File: config.mk
export PLATFORM = sky130hd
export DESIGN_NAME = uart_tx_report_flat
export DESIGN_NICKNAME = d
export VERILOG_FILES = /design/src/rtl/uart_tx_report_pkg.sv /design/src/rtl/uart_tx_report_if.sv /design/src/rtl/uart_tx_byte.sv /design/src/rtl/uart_tx_report.sv /design/src/flat_wrapper.sv
export SDC_FILE = /design/constraint.sdc
export NUM_CORES = 1
export LEC_CHECK = 0
export ABC_AREA = 1
export CAP_MARGIN = 20
export CORE_UTILIZATION = 35
export CTS_CLUSTER_DIAMETER = 60
export CTS_CLUSTER_SIZE = 16
export DETAILED_ROUTE_END_ITERATION = 10
export DONT_BUFFER_PORTS = 1
export PLACE_DENSITY_LB_ADDON = 0.25
export SYNTH_ARGS = -nofsm -noshare
export SYNTH_HDL_FRONTEND = slang
export SYNTH_SLANG_ARGS = --single-unit
File: constraint.sdc
create_clock -name clk -period 3.1 [get_ports clk]
set_clock_uncertainty 0.1 [all_clocks]
set_input_delay 0.31 -clock clk [delete_from_list [all_inputs] [get_ports clk]]
set_output_delay 0.31 -clock clk [all_outputs]
set_load 0.01 [all_outputs]
File: src/rtl/uart_tx_report_pkg.sv
// Shared widths, rates and frame packing for the DDS settings report link.
package uart_tx_report_pkg;

    localparam int DEF_CLK_FREQ = 100_000_000;
    localparam int DEF_BAUD     = 9600;

    localparam int BN_ST = 2;
    localparam int BN_F  = 15;
    localparam int BN_O  = 8;
    localparam int BN_A  = 11;

    localparam int BYTES_ST = 1;
    localparam int BYTES_F  = 2;
    localparam int BYTES_O  = 1;
    localparam int BYTES_A  = 2;
    localparam int BN       = BYTES_ST + BYTES_F + BYTES_O + BYTES_A;
    localparam int FRAME_W  = BN * 8;

    typedef enum logic [1:0] {
        ST_IDLE,
        ST_START,
        ST_DATA,
        ST_STOP
    } tx_state_t;

    // Same byte layout the receive parser expects. Byte0 sits in the low
    // byte so the frame can be shifted out from bit 0 one byte at a time.
    function automatic logic [FRAME_W-1:0] pack_frame(
        input logic [BN_ST-1:0] st,
        input logic [BN_F-1:0]  f,
        input logic [BN_O-1:0]  o,
        input logic [BN_A-1:0]  a
    );
        logic [15:0] f16;
        logic [15:0] a16;
        f16 = 16'(f);
        a16 = 16'(a);
        return {a16[7:0], a16[15:8], o, f16[7:0], f16[15:8], 8'(st)};
    endfunction

endpackage

File: src/rtl/uart_tx_report_if.sv
// Request/settings/line bundle between the settings owner and the report transmitter.
interface uart_tx_report_if;
    import uart_tx_report_pkg::*;

    logic             send_req;
    logic [BN_ST-1:0] signal_type;
    logic [BN_F-1:0]  frequency;
    logic [BN_O-1:0]  offset;
    logic [BN_A-1:0]  amplitude;
    logic             tx;
    logic             busy;
    logic             tx_done;

    modport master (
        output send_req, signal_type, frequency, offset, amplitude,
        input  tx, busy, tx_done
    );

    modport slave (
        input  send_req, signal_type, frequency, offset, amplitude,
        output tx, busy, tx_done
    );

endinterface

File: src/rtl/uart_tx_byte.sv
// Single-byte 8N1 serialiser. A tx_start seen on the last stop-bit cycle
// chains straight into the next start bit, so bytes go out without a gap.
module uart_tx_byte
    import uart_tx_report_pkg::*;
#(
    parameter int DIV = 16
) (
    input  logic       clk,
    input  logic       rst,
    input  logic       tx_start,
    input  logic [7:0] din,
    output logic       tx,
    output logic       tx_busy,
    output logic       byte_done
);

    localparam int            CW       = (DIV > 1) ? $clog2(DIV) : 1;
    localparam logic [CW-1:0] CNT_LAST = CW'(DIV - 1);

    tx_state_t     state_reg, state_next;
    logic [CW-1:0] cnt_reg, cnt_next;
    logic [2:0]    bit_idx_reg, bit_idx_next;
    logic [7:0]    data_reg, data_next;
    logic          tx_reg, tx_next;
    logic          bit_end;

    assign bit_end = (cnt_reg == CNT_LAST);

    // State, baud counter, data latch and the registered line level.
    always_ff @(posedge clk or posedge rst) begin
        if (rst) begin
            state_reg   <= ST_IDLE;
            cnt_reg     <= '0;
            bit_idx_reg <= '0;
            data_reg    <= '0;
            tx_reg      <= 1'b1;
        end else begin
            state_reg   <= state_next;
            cnt_reg     <= cnt_next;
            bit_idx_reg <= bit_idx_next;
            data_reg    <= data_next;
            tx_reg      <= tx_next;
        end
    end

    // Next-state logic; tx_next is the level the line shows in the next state.
    always_comb begin
        state_next   = state_reg;
        cnt_next     = bit_end ? '0 : cnt_reg + 1'b1;
        bit_idx_next = bit_idx_reg;
        data_next    = data_reg;
        tx_next      = tx_reg;
        byte_done    = 1'b0;
        unique case (state_reg)
            ST_IDLE: begin
                cnt_next = '0;
                tx_next  = 1'b1;
                if (tx_start) begin
                    state_next = ST_START;
                    data_next  = din;
                    tx_next    = 1'b0;
                end
            end
            ST_START: begin
                if (bit_end) begin
                    state_next   = ST_DATA;
                    bit_idx_next = '0;
                    tx_next      = data_reg[0];
                end
            end
            ST_DATA: begin
                if (bit_end) begin
                    if (bit_idx_reg == 3'd7) begin
                        state_next = ST_STOP;
                        tx_next    = 1'b1;
                    end else begin
                        bit_idx_next = bit_idx_reg + 3'd1;
                        tx_next      = data_reg[bit_idx_next];
                    end
                end
            end
            ST_STOP: begin
                if (bit_end) begin
                    byte_done = 1'b1;
                    if (tx_start) begin
                        state_next = ST_START;
                        data_next  = din;
                        tx_next    = 1'b0;
                    end else begin
                        state_next = ST_IDLE;
                    end
                end
            end
            default: state_next = ST_IDLE;
        endcase
    end

    assign tx      = tx_reg;
    assign tx_busy = (state_reg != ST_IDLE);

endmodule

File: src/rtl/uart_tx_report.sv
// Frame sequencer: snapshots the DDS settings on request and feeds the six
// report bytes back-to-back into the byte serialiser.
module uart_tx_report
    import uart_tx_report_pkg::*;
#(
    parameter int CLK_FREQ = DEF_CLK_FREQ,
    parameter int BAUD     = DEF_BAUD
) (
    input  logic              clk,
    input  logic              rst,
    uart_tx_report_if.slave   bus
);

    localparam int         DIV       = CLK_FREQ / BAUD;
    localparam logic [2:0] LAST_BYTE = 3'(BN - 1);

    logic [FRAME_W-1:0] packed_frame;
    logic [FRAME_W-1:0] shift_reg, shift_next;
    logic [2:0]         byte_idx_reg, byte_idx_next;
    logic               busy_reg, busy_next;
    logic               tx_done_reg, tx_done_next;
    logic               tx_start;
    logic [7:0]         din;
    logic               byte_tx;
    logic               byte_busy;
    logic               byte_done;

    assign packed_frame = pack_frame(bus.signal_type, bus.frequency, bus.offset, bus.amplitude);

    uart_tx_byte #(
        .DIV (DIV)
    ) u_byte (
        .clk       (clk),
        .rst       (rst),
        .tx_start  (tx_start),
        .din       (din),
        .tx        (byte_tx),
        .tx_busy   (byte_busy),
        .byte_done (byte_done)
    );

    // Snapshot buffer, byte index and the frame-level busy / done flags.
    always_ff @(posedge clk or posedge rst) begin
        if (rst) begin
            shift_reg    <= '0;
            byte_idx_reg <= '0;
            busy_reg     <= 1'b0;
            tx_done_reg  <= 1'b0;
        end else begin
            shift_reg    <= shift_next;
            byte_idx_reg <= byte_idx_next;
            busy_reg     <= busy_next;
            tx_done_reg  <= tx_done_next;
        end
    end

    // Byte0 goes straight into the serialiser on the request cycle; the
    // remaining bytes are held in the shift buffer and popped on each byte_done.
    always_comb begin
        shift_next    = shift_reg;
        byte_idx_next = byte_idx_reg;
        busy_next     = busy_reg;
        tx_done_next  = 1'b0;
        tx_start      = 1'b0;
        din           = '0;
        if (!busy_reg) begin
            if (bus.send_req) begin
                tx_start      = 1'b1;
                din           = packed_frame[7:0];
                shift_next    = packed_frame >> 8;
                byte_idx_next = '0;
                busy_next     = 1'b1;
            end
        end else if (byte_done && byte_busy) begin
            if (byte_idx_reg < LAST_BYTE) begin
                tx_start      = 1'b1;
                din           = shift_reg[7:0];
                shift_next    = shift_reg >> 8;
                byte_idx_next = byte_idx_reg + 3'd1;
            end else begin
                busy_next    = 1'b0;
                tx_done_next = 1'b1;
            end
        end
    end

    assign bus.tx      = byte_tx;
    assign bus.busy    = busy_reg;
    assign bus.tx_done = tx_done_reg;

endmodule

File: src/flat_wrapper.sv
// flat-port wrapper written by rule: the top's interface ports become plain ports
module uart_tx_report_flat import uart_tx_report_pkg::*;
#(
    parameter int CLK_FREQ = DEF_CLK_FREQ,
    parameter int BAUD     = DEF_BAUD
)
  (clk, rst, bus_send_req, bus_signal_type, bus_frequency, bus_offset, bus_amplitude, bus_tx, bus_busy, bus_tx_done);
  uart_tx_report_if bus_i ();
  input  logic clk;
  input  logic rst;
  input wire logic [$bits(bus_i.send_req)-1:0] bus_send_req;
  input wire logic [$bits(bus_i.signal_type)-1:0] bus_signal_type;
  input wire logic [$bits(bus_i.frequency)-1:0] bus_frequency;
  input wire logic [$bits(bus_i.offset)-1:0] bus_offset;
  input wire logic [$bits(bus_i.amplitude)-1:0] bus_amplitude;
  output wire logic [$bits(bus_i.tx)-1:0] bus_tx;
  output wire logic [$bits(bus_i.busy)-1:0] bus_busy;
  output wire logic [$bits(bus_i.tx_done)-1:0] bus_tx_done;
  assign bus_i.send_req = bus_send_req;
  assign bus_i.signal_type = bus_signal_type;
  assign bus_i.frequency = bus_frequency;
  assign bus_i.offset = bus_offset;
  assign bus_i.amplitude = bus_amplitude;
  assign bus_tx = bus_i.tx;
  assign bus_busy = bus_i.busy;
  assign bus_tx_done = bus_i.tx_done;
  uart_tx_report #(.CLK_FREQ(CLK_FREQ), .BAUD(BAUD)) u_core (.clk(clk), .rst(rst), .bus(bus_i));
endmodule
==> results of run 1 <==
kinds of logic after synthesis:
kind of cell    Yosys count  synth area share
xor+xnor                  4           0.00938
simple gates            198             0.237
buf+inv                  70            0.0857
fa+ha+maj                 9            0.0301
compound gates           76             0.148
flops                    73             0.489
power groups by stage:
stage	clock [uW]	combinational (uW)	sequential, uW
4_1_cts	929	25.8	951
3_5_place_dp	0	22.7	970
2_1_floorplan	0	15.8	970
5_1_grt	968	28.6	951
6_report	904	23.8	952
3_3_place_gp	0	22.4	970
critical path, cell delays in order, from the launching register on:
cell	delay, ps
dfrtp_1	410
inv_1	120
ha_1	310
nor2_1	210
nand3_4	310
nand2_8	430
nand3_1	130
nand2_1	90
nand2_1	50
nand2_1	50
worst max-delay path by stage:
| stage | end | slack (ps) |
|---|---|---|
| 2_1_floorplan | u_core.bus.busy | 840 |
| 3_3_place_gp | u_core.u_byte.state_reg[0] | 890 |
| 3_5_place_dp | u_core.u_byte.state_reg[0] | 820 |
| 4_1_cts | u_core.u_byte.state_reg[0] | 800 |
| 5_1_grt | u_core.shift_reg[9] | 570 |
| 6_report | u_core.u_byte.state_reg[0] | 820 |
cell type report:
class,instances,area (um2)
multi-input combinational,287,1590
inverter,52,195
timing repair buffer,8,70.1
clock buffer,10,138
sequential,73,1830
fill,1059,6230
tap,136,170
clock inverter,5,104
cells in the final DEF, fill, tap and decap left out, types with 2 or more instances in the layout:
master / netlist / layout
bufinv_16: 0 / 3
nand3_1: 33 / 33
inv_2: 4 / 5
clkbuf_8: 0 / 10
buf_4: 0 / 4
nand2_1: 116 / 116
a21oi_1: 10 / 10
a31oi_2: 16 / 16
o21ai_2: 3 / 3
nor3_1: 4 / 4
inv_1: 48 / 47
dfrtp_1: 72 / 72
a21oi_2: 2 / 2
xor2_1: 2 / 2
xnor2_1: 2 / 2
nor4_1: 2 / 2
o211ai_1: 10 / 10
o31ai_1: 2 / 2
o21ai_0: 27 / 27
dlygate4sd3_1: 0 / 4
ha_1: 9 / 9
o21ai_1: 3 / 3
nor2_1: 32 / 32
stage by stage:
| stage | worst slack (ps) | power [uW] |
|---|---|---|
| finish | 817 | 1880 |
| CTS | 795 | 1910 |
| global route | 570 | 1950 |
| detailed placement | 820 | 993 |
| floorplan | 838 | 986 |
| global placement | 894 | 993 |
timing repair:
action / 4_1_cts / 5_1_grt
endpoints found under the hold margin: 74 / 0
resized for setup: 0 / 0
setup endpoints to repair: 0 / 0
hold buffers: 4 / 0
metal layers:
layer | share of wire | vias up | global-route usage
met5 | 0 | - | 0
met4 | 0.013 | 0 | 0.0543
met3 | 0.030 | 8 | 0.0303
met2 | 0.46 | 34 | 0.227
met1 | 0.50 | 1263 | 0.187
li1 | - | 1399 | -
==> metrics.yaml, run 1 <==
global_routing:
  antenna_found_initial: 0
  first_global_vias: 2660
  grt_max_degree: 62
  grt_pass1_wl_um: 12400
  grtUsageTotal: 0.141
  overflow: 0
logic_synthesis:
  syn_inst: 430
  ys_types: 38
  synth_area_leaders: "dfrtp_1, nand2_1, a31oi_2"
  netlist_area_um2: 3740
  yosysTopAreaCell: "dfrtp_1"
  synth_top_flop_cell: "dfrtp_1"
  async_reset_ff_frac: 1.00
  avgSynthCellArea_um2: 8.69
  synth_top_area_share: 0.482
  ys_seq_elements: 73
  synth.most_common_cell: "nand2_1"
  synthTopCellsByCount: "nand2_1, dfrtp_1, inv_1"
  seq_area_frac_synth: 0.489
  yosysWarnings: 0
  syn_nets: 478
  synth_edf_count: 0
setup_path:
  worst_ep_arrival_time_ps: 2470
  setup.worst_path.class: "reg -> reg"
  crit_path_end_kind: "flip-flop"
  startpoint: "u_core.u_byte.state_reg[0]"
  required_ps: 3290
  start_kind: "flip-flop"
  reg2regPathDepth: 9
  crit_fanout: 61
  rr_endpoint: "u_core.u_byte.state_reg[0]"
  r2r_slack_ps: 820
  reg2reg_from: "u_core.u_byte.state_reg[0]"
pwr:
  power_density_nw_per_um2: 459
  intPower_uw: 1510
  ir_drop_uv: 217
  switching_share: 0.198
  clkPwrFrac: 0.481
  power_frac_comb: 0.013
  switchingPower_uw: 372
  p_seq_frac: 0.506
  power_leakage_uw: 0.00189
routing:
  dr.pass1.iters: 4
  vias: 2704
  dr.first_iter.drc_count: 165
  drtAntennaViolNets: 0
  drc: 0
  routed_wl_um: 7270
  routed_via_density: 4.74
  drt-wirelength-per-cell_um: 12.7
placement:
  dpl_cell_area_um2: 3810
  portBuffers: 0
  dpl.hpwl_um: 5050
  dp.cells: 552
  place_congestion: 0.717
cells_and_area:
  largest_reg_flops: 40
  antenna_cells: 0
  layout.nets: 479
  syn2layout_area_growth_pct: 9.54
  drive_gt1_frac: 0.129
  post_layout_nonfiller_instances: 571
  design_area_um2: 4090
  finish.utilization: 0.396
cts:
  postCtsSetupBuffers: 0
  clockBufferDepth: 2
  cts_htree_levels: 3
  cts_made_buffers: 9
  cts_tree: "built"
  clockRootBuffer: "clkbuf_8"
  clock_latency_ps: 350
  clkSlewWorstSetupHoldPaths_ps: 80
  cts_sinks: 73
timing:
  final.period_utilization: 0.736
  hold_slack_ps: 13.5
  setup_tns_ps: 0
  tightest_slew_ps: 623
  setup_viol: 0
  final_max_slew_viol_count: 0
  slew_headroom: 0.583
  clock.fmax_mhz: 438
  rsz0062_at_grt: "false"
  hold_viol: 0
  fin_crit_ps: 2280
die:
  dieArea_um2: 11100
  fp-row-count: 37
  ios: 42
  initial_core_util: 0.362
  die_x_um: 105
  fp.dieH_um: 105
  core_area_um2: 10300
worst_hold_path:
  min_path_type: "in -> reg"
  worstHoldEndpoint: "u_core.shift_reg[38]"
  hold_start: "bus_amplitude[6]"
  whs_path_depth: 2
outcome:
  status: "complete, no violations"
run:
  max_cap_viol_count: 0
Note: power is estimated with default switching activity, not from simulation.
==> run 2: changes to the inputs <==
- clock period: 3.1 -> 2.24 ns (I/O delays scaled with it)
==> metrics.yaml, run 2 (same netlist as run 1, synthesis figures left out) <==
outcome:
  status: "complete, no violations"
die:
  fp-row-count: 37  # unchanged
  ios: 42  # unchanged
  dieArea_um2: 11100  # unchanged
  core_area_um2: 10300  # unchanged
  die_x_um: 105  # unchanged
  fp.dieH_um: 105  # unchanged
  initial_core_util: 0.362  # unchanged
cts:
  cts_htree_levels: 3  # unchanged
  cts_resized: 0  # unchanged
  clkSlewWorstSetupHoldPaths_ps: 80  # about the same
  cts_tree: "built"
  cts_made_buffers: 9  # unchanged
  clock_latency_ps: 360  # about the same
  clockBufferDepth: 2  # unchanged
  clockRootBuffer: "clkbuf_8"
  cts_sinks: 73  # unchanged
global_routing:
  grt_max_degree: 62  # unchanged
  first_global_vias: 2883  # +8.4%
  grtUsageTotal: 0.160  # +0.0182
  overflow: 0  # unchanged
  antenna_found_initial: 0  # unchanged
  grt_pass1_wl_um: 14000  # +13%
timing:
  fin_crit_ps: 2100  # -182 ps
  clock.fmax_mhz: 476  # +8.6%
  tightest_slew_ps: 711  # +88.0 ps
  setup_tns_ps: 0  # unchanged
  setup_viol: 0  # unchanged
  slew_headroom: 0.525  # -0.0588
  final.period_utilization: 0.938  # +0.202
  final_max_slew_viol_count: 0  # unchanged
  rsz0062_at_grt: "false"
  hold_viol: 0  # unchanged
routing:
  drc: 0  # unchanged
  drtAntennaViolNets: 0  # unchanged
  vias: 2970  # +9.8%
  dr.first_iter.drc_count: 168  # +1.8%
  dr.pass1.iters: 4  # unchanged
  routed_wl_um: 8170  # +12%
  routed_via_density: 4.86  # +2.6%
  drt-wirelength-per-cell_um: 13.4  # +5.0%
cells_and_area:
  final_common_cell: "nand2_1"
  syn2layout_area_growth_pct: 19.7
  drive_gt1_frac: 0.124  # -0.00453
  antenna_cells: 0  # unchanged
  design_area_um2: 4470  # +9.2%
  layout.nets: 518  # +8.1%
  largest_reg_flops: 40  # unchanged
  final_cell_mix: "nand2_1, dfrtp_1, inv_1"
setup_path:
  cp_slowest_cell: "dfrtp_1"
  crit_family: "simple AND/OR/NAND/NOR gates"
  critical_path.max_stage_delay_ps: 420  # about the same
  worst_ep_arrival_time_ps: 2220  # -250 ps
  required_ps: 2360  # -930 ps
  start_kind: "flip-flop"
  setup.worst_path.class: "reg -> reg"
  path_cells: "inv_1 -> ha_1 -> nor2_1 -> nand3_4 -> nand2_4 -> o21ai_0"
  critical_path_buf_inv_count: 1  # unchanged
  r2r_slack_ps: 140  # -680 ps
  crit_fanout: 30  # -51%
  crit_path_end_kind: "flip-flop"
placement:
  place_congestion: 0.757  # +5.6%
  portBuffers: 0  # unchanged
  dpl.hpwl_um: 5160  # +2.2%
  dpl_cell_area_um2: 3830  # +0.53%
pwr:
  ir_drop_uv: 321  # +48%
  power_density_nw_per_um2: 570  # +24%
  power_leakage_uw: 0.00203  # +7.6%
worst_hold_path:
  min_path_type: "in -> reg"
run:
  max_cap_viol_count: 0  # unchanged
[run 2: path summary, 6_finish.rpt]
path / to / startpoint / depth (start not counted)
min reg2reg: u_core.u_byte.cnt_reg[0] / u_core.u_byte.cnt_reg[0] / 1
min: u_core.u_byte.data_reg[0] / bus_signal_type[0] / 4
max in group asynchronous: u_core.u_byte.data_reg[4] / rst / 3
min in group asynchronous: u_core.shift_reg[33] / rst / 2
max: u_core.shift_reg[35] / u_core.u_byte.state_reg[0] / 6
max reg2reg: u_core.shift_reg[35] / u_core.u_byte.state_reg[0] / 6
[run 2: through the flow]
step / hold WS (ps) / cells / setup slack, ps / power, uW / util
finish: 41.9 / 611 / 139 / 2550 / 0.433
detailed placement: 101 / 553 / 195 / 1380 / 0.371
floorplan: 268 / 430 / 64.4 / 1360 / -
global placement: 105 / 553 / 254 / 1380 / 0.371
CTS: 41.8 / 610 / 175 / 2560 / 0.432
global route: 45.9 / 611 / 20.0 / 2640 / 0.433
[run 2: worst register-to-register path, cell delays in order (launching register included)]
cell and delay [ps]:
dfrtp_1 420, inv_1 120, ha_1 310, nor2_1 220, nand3_4 210, nand2_4 410, o21ai_0 170
[run 2: what timing repair did]
action,in CTS,in global routing
hold buffers,41,0
endpoints found under the hold margin,58,0
endpoints found under the setup margin,0,4
buffers inserted,0,0
[run 2: cell type report]
class	count	area (um2)
tap	136	170
clock inverter	7	93.8
sequential	73	1830
fill	1034	5850
clock buffer	9	124
multi-input combinational	288	1600
inverter	52	195
timing repair buffer	46	460
[run 2: report_power, final]
group | switching, uW | internal (uW)
logic | 38.7 | 45.8
clock network | 519 | 626
registers | 0 | 1320
[run 2: metal layers]
layer  track usage  share of wire  vias to the layer above
li1              -              -                     1482
met1         0.208           0.47                     1427
met2         0.262           0.49                       49
met3        0.0359          0.026                       12
met4        0.0543          0.013                        0
met5             0              0                        -
==> run 3: changes to the inputs <==
- ABC_AREA: 1 -> not set
==> metrics.yaml, run 3 <==
outcome:
  status: "complete, no violations"
die:
  fp-row-count: 36  # -2.7%
  fp.dieH_um: 104  # -1.6%
  initial_core_util: 0.365  # +0.00262
  die_x_um: 104  # -1.6%
  core_area_um2: 9910  # -4.0%
  dieArea_um2: 10700  # -3.2%
  ios: 42  # unchanged
pwr:
  intPower_uw: 2100  # +5.5%
  switchingPower_uw: 664  # +19%
  power_frac_comb: 0.085  # +0.052
  clkPwrFrac: 0.383  # -0.067
  switching_share: 0.240  # +0.0212
  ir_drop_uv: 353  # +10%
  power_leakage_uw: 0.00200  # -1.5%
  power_density_nw_per_um2: 634  # +11%
  p_seq_frac: 0.532  # +0.015
routing:
  dr.pass1.iters: 4  # unchanged
  vias: 2588  # -13%
  routed_via_density: 4.96  # +2.0%
  drc: 0  # unchanged
  drtAntennaViolNets: 0  # unchanged
  drt-wirelength-per-cell_um: 14.4  # +7.8%
  routed_wl_um: 7520  # -7.9%
  dr.first_iter.drc_count: 107  # -36%
cts:
  cts_made_buffers: 9  # unchanged
  clockRootBuffer: "clkbuf_8"
  clockBufferDepth: 2  # unchanged
  cts_htree_levels: 3  # unchanged
  cts_tree: "built"
  cts_sinks: 73  # unchanged
  clkSlewWorstSetupHoldPaths_ps: 80  # about the same
  clock_latency_ps: 340  # -20 ps
run:
  max_cap_viol_count: 0  # unchanged
logic_synthesis:
  synth_top_flop_cell: "dfrtp_1"
  synth.most_common_cell: "dfrtp_1"
  ys_types: 46  # +21%
  synth_area_leaders: "dfrtp_1, mux2i_1, a21oi_2"
  avgSynthCellArea_um2: 10.6  # +22%
  yosysTopAreaCell: "dfrtp_1"
  yosysWarnings: 0  # unchanged
  syn_inst: 341  # -21%
  async_reset_ff_frac: 1.00  # unchanged
  syn_nets: 389  # -19%
  synthTopCellsByCount: "dfrtp_1, nor2_1, nand2_1"
  seq_area_frac_synth: 0.506  # +0.0168
  synth_edf_count: 0  # unchanged
  ys_seq_elements: 73  # unchanged
  synth_top_area_share: 0.499  # +0.0165
  netlist_area_um2: 3610  # -3.3%
cells_and_area:
  syn2layout_area_growth_pct: 20.6
  post_layout_nonfiller_instances: 522  # -15%
  drive_gt1_frac: 0.180  # +0.0557
  final_common_cell: "dfrtp_1"
  layout.nets: 433  # -16%
  largest_reg_flops: 40  # unchanged
  final_cell_mix: "dfrtp_1, nor2_1, nand2_1"
  antenna_cells: 0  # unchanged
placement:
  dpl.hpwl_um: 4990  # -3.4%
  portBuffers: 0  # unchanged
  place_congestion: 0.731  # -3.5%
  dp.cells: 472  # -15%
global_routing:
  first_global_vias: 2621  # -9.1%
  overflow: 0  # unchanged
  grt_pass1_wl_um: 12900  # -8.3%
  grt_max_degree: 41  # -34%
  grtUsageTotal: 0.151  # -0.00847
  antenna_found_initial: 0  # unchanged
timing:
  final.period_utilization: 0.916  # -0.0217
  rsz0062_at_grt: "false"
  final_max_slew_viol_count: 0  # unchanged
  clock.fmax_mhz: 487  # +2.4%
  setup_viol: 0  # unchanged
  fin_crit_ps: 2050  # -48.7 ps
  setup_tns_ps: 0  # unchanged
  hold_viol: 0  # unchanged
  slew_headroom: 0.695  # +0.171
  tightest_slew_ps: 456  # -255 ps
setup_path:
  worst_ep_arrival_time_ps: 2180  # -40 ps
  start_kind: "flip-flop"
  r2r_slack_ps: 190  # +50 ps
  required_ps: 2370  # about the same
  setup.worst_path.class: "reg -> reg"
  crit_path_end_kind: "flip-flop"
  crit_fanout: 20  # -33%
worst_hold_path:
  min_path_type: "in -> reg"
==> run 3: cell types whose count changed in the layout (fill, tap and decap cells not counted), sizes merged, moves of 9 or more <==
| cell | previous run | this run |
|---|---|---|
| buf | 5 | 18 |
| o21ai | 33 | 24 |
| o211ai | 10 | 0 |
| dlygate4sd3 | 41 | 30 |
| a31oi | 17 | 1 |
| a21oi | 12 | 30 |
| inv | 53 | 11 |
| a22o | 0 | 11 |
| nand2 | 119 | 39 |
| nand3 | 35 | 5 |
| mux2i | 0 | 27 |
==> run 3: path summary, 6_finish.rpt <==
check,startpoint,endpoint,depth (start not counted)
max in group asynchronous,rst,u_core.u_byte.tx,3
min,bus_frequency[10],u_core.shift_reg[2],2
min reg2reg,u_core.shift_reg[15],u_core.shift_reg[7],2
max,u_core.u_byte.state_reg[0],u_core.shift_reg[26],8
max reg2reg,u_core.u_byte.state_reg[0],u_core.shift_reg[26],8
min in group asynchronous,rst,u_core.u_byte.cnt_reg[8],2
==> run 3: metrics by stage <==
| step | cell area (um2) | utilization | setup WS (ps) | hold WS (ps) | power, uW |
|---|---|---|---|---|---|
| final | 4360 | 0.440 | 188 | 12.6 | 2760 |
| after global routing | 4360 | 0.440 | 0.798 | 4.68 | 2910 |
| after CTS | 4290 | 0.433 | 117 | 0.774 | 2790 |
| after detailed placement | 3790 | 0.382 | 141 | 32.0 | 1690 |
| after global placement | 3790 | 0.382 | 137 | 32.1 | 1680 |
| after floorplan | 3610 | - | 64.4 | 241 | 1640 |
==> run 3: cell type report <==
cell class	instances	area, um2
multi-input combinational	241	1640
clock buffer	11	151
clock inverter	4	52.6
sequential	73	1830
fill	993	5550
inverter	11	41.3
tap	133	166
timing repair buffer	49	473
==> run 3: critical path, cell delays in order, from the launching register on <==
cell and delay, ps:
dfrtp_1 370, inv_1 110, ha_1 250, nor2b_2 140, nand4_2 150, o31ai_4 350
buf_4 180, clkbuf_16 190, a21oi_1 80
==> run 3: per-layer routing <==
metal  GRT usage  vias up  part of all wire
met5           0        -                 0
met4      0.0652        0             0.018
met3      0.0315       10             0.042
met2       0.234       42              0.47
met1       0.205     1256              0.47
li1            -     1280                 -
==> run 3: cells by family (layout without fill, tap and decap cells) <==
logic type      after synthesis  after routing  synth area share
fa+ha+maj                     9              9            0.0312
flops                        73             73             0.506
simple gates                114            114             0.153
mux                          31             31            0.0904
xor+xnor                     10             10            0.0242
buf+inv                      27             75            0.0416
compound gates               77             77             0.153
==> run 3: power groups by stage <==
stage	sequential [uW]	clock, uW	combinational, uW
global placement	1490	0	186
CTS	1470	1090	236
floorplan	1480	0	161
detailed placement	1500	0	192
global route	1480	1160	271
finish	1470	1060	234
==> run 3: what timing repair did <==
item	in CTS	in global routing
gates resized for setup	0	2
endpoints found under the setup margin	0	29
hold endpoints to repair	47	0
setup buffers	0	4
hold buffers	30	0
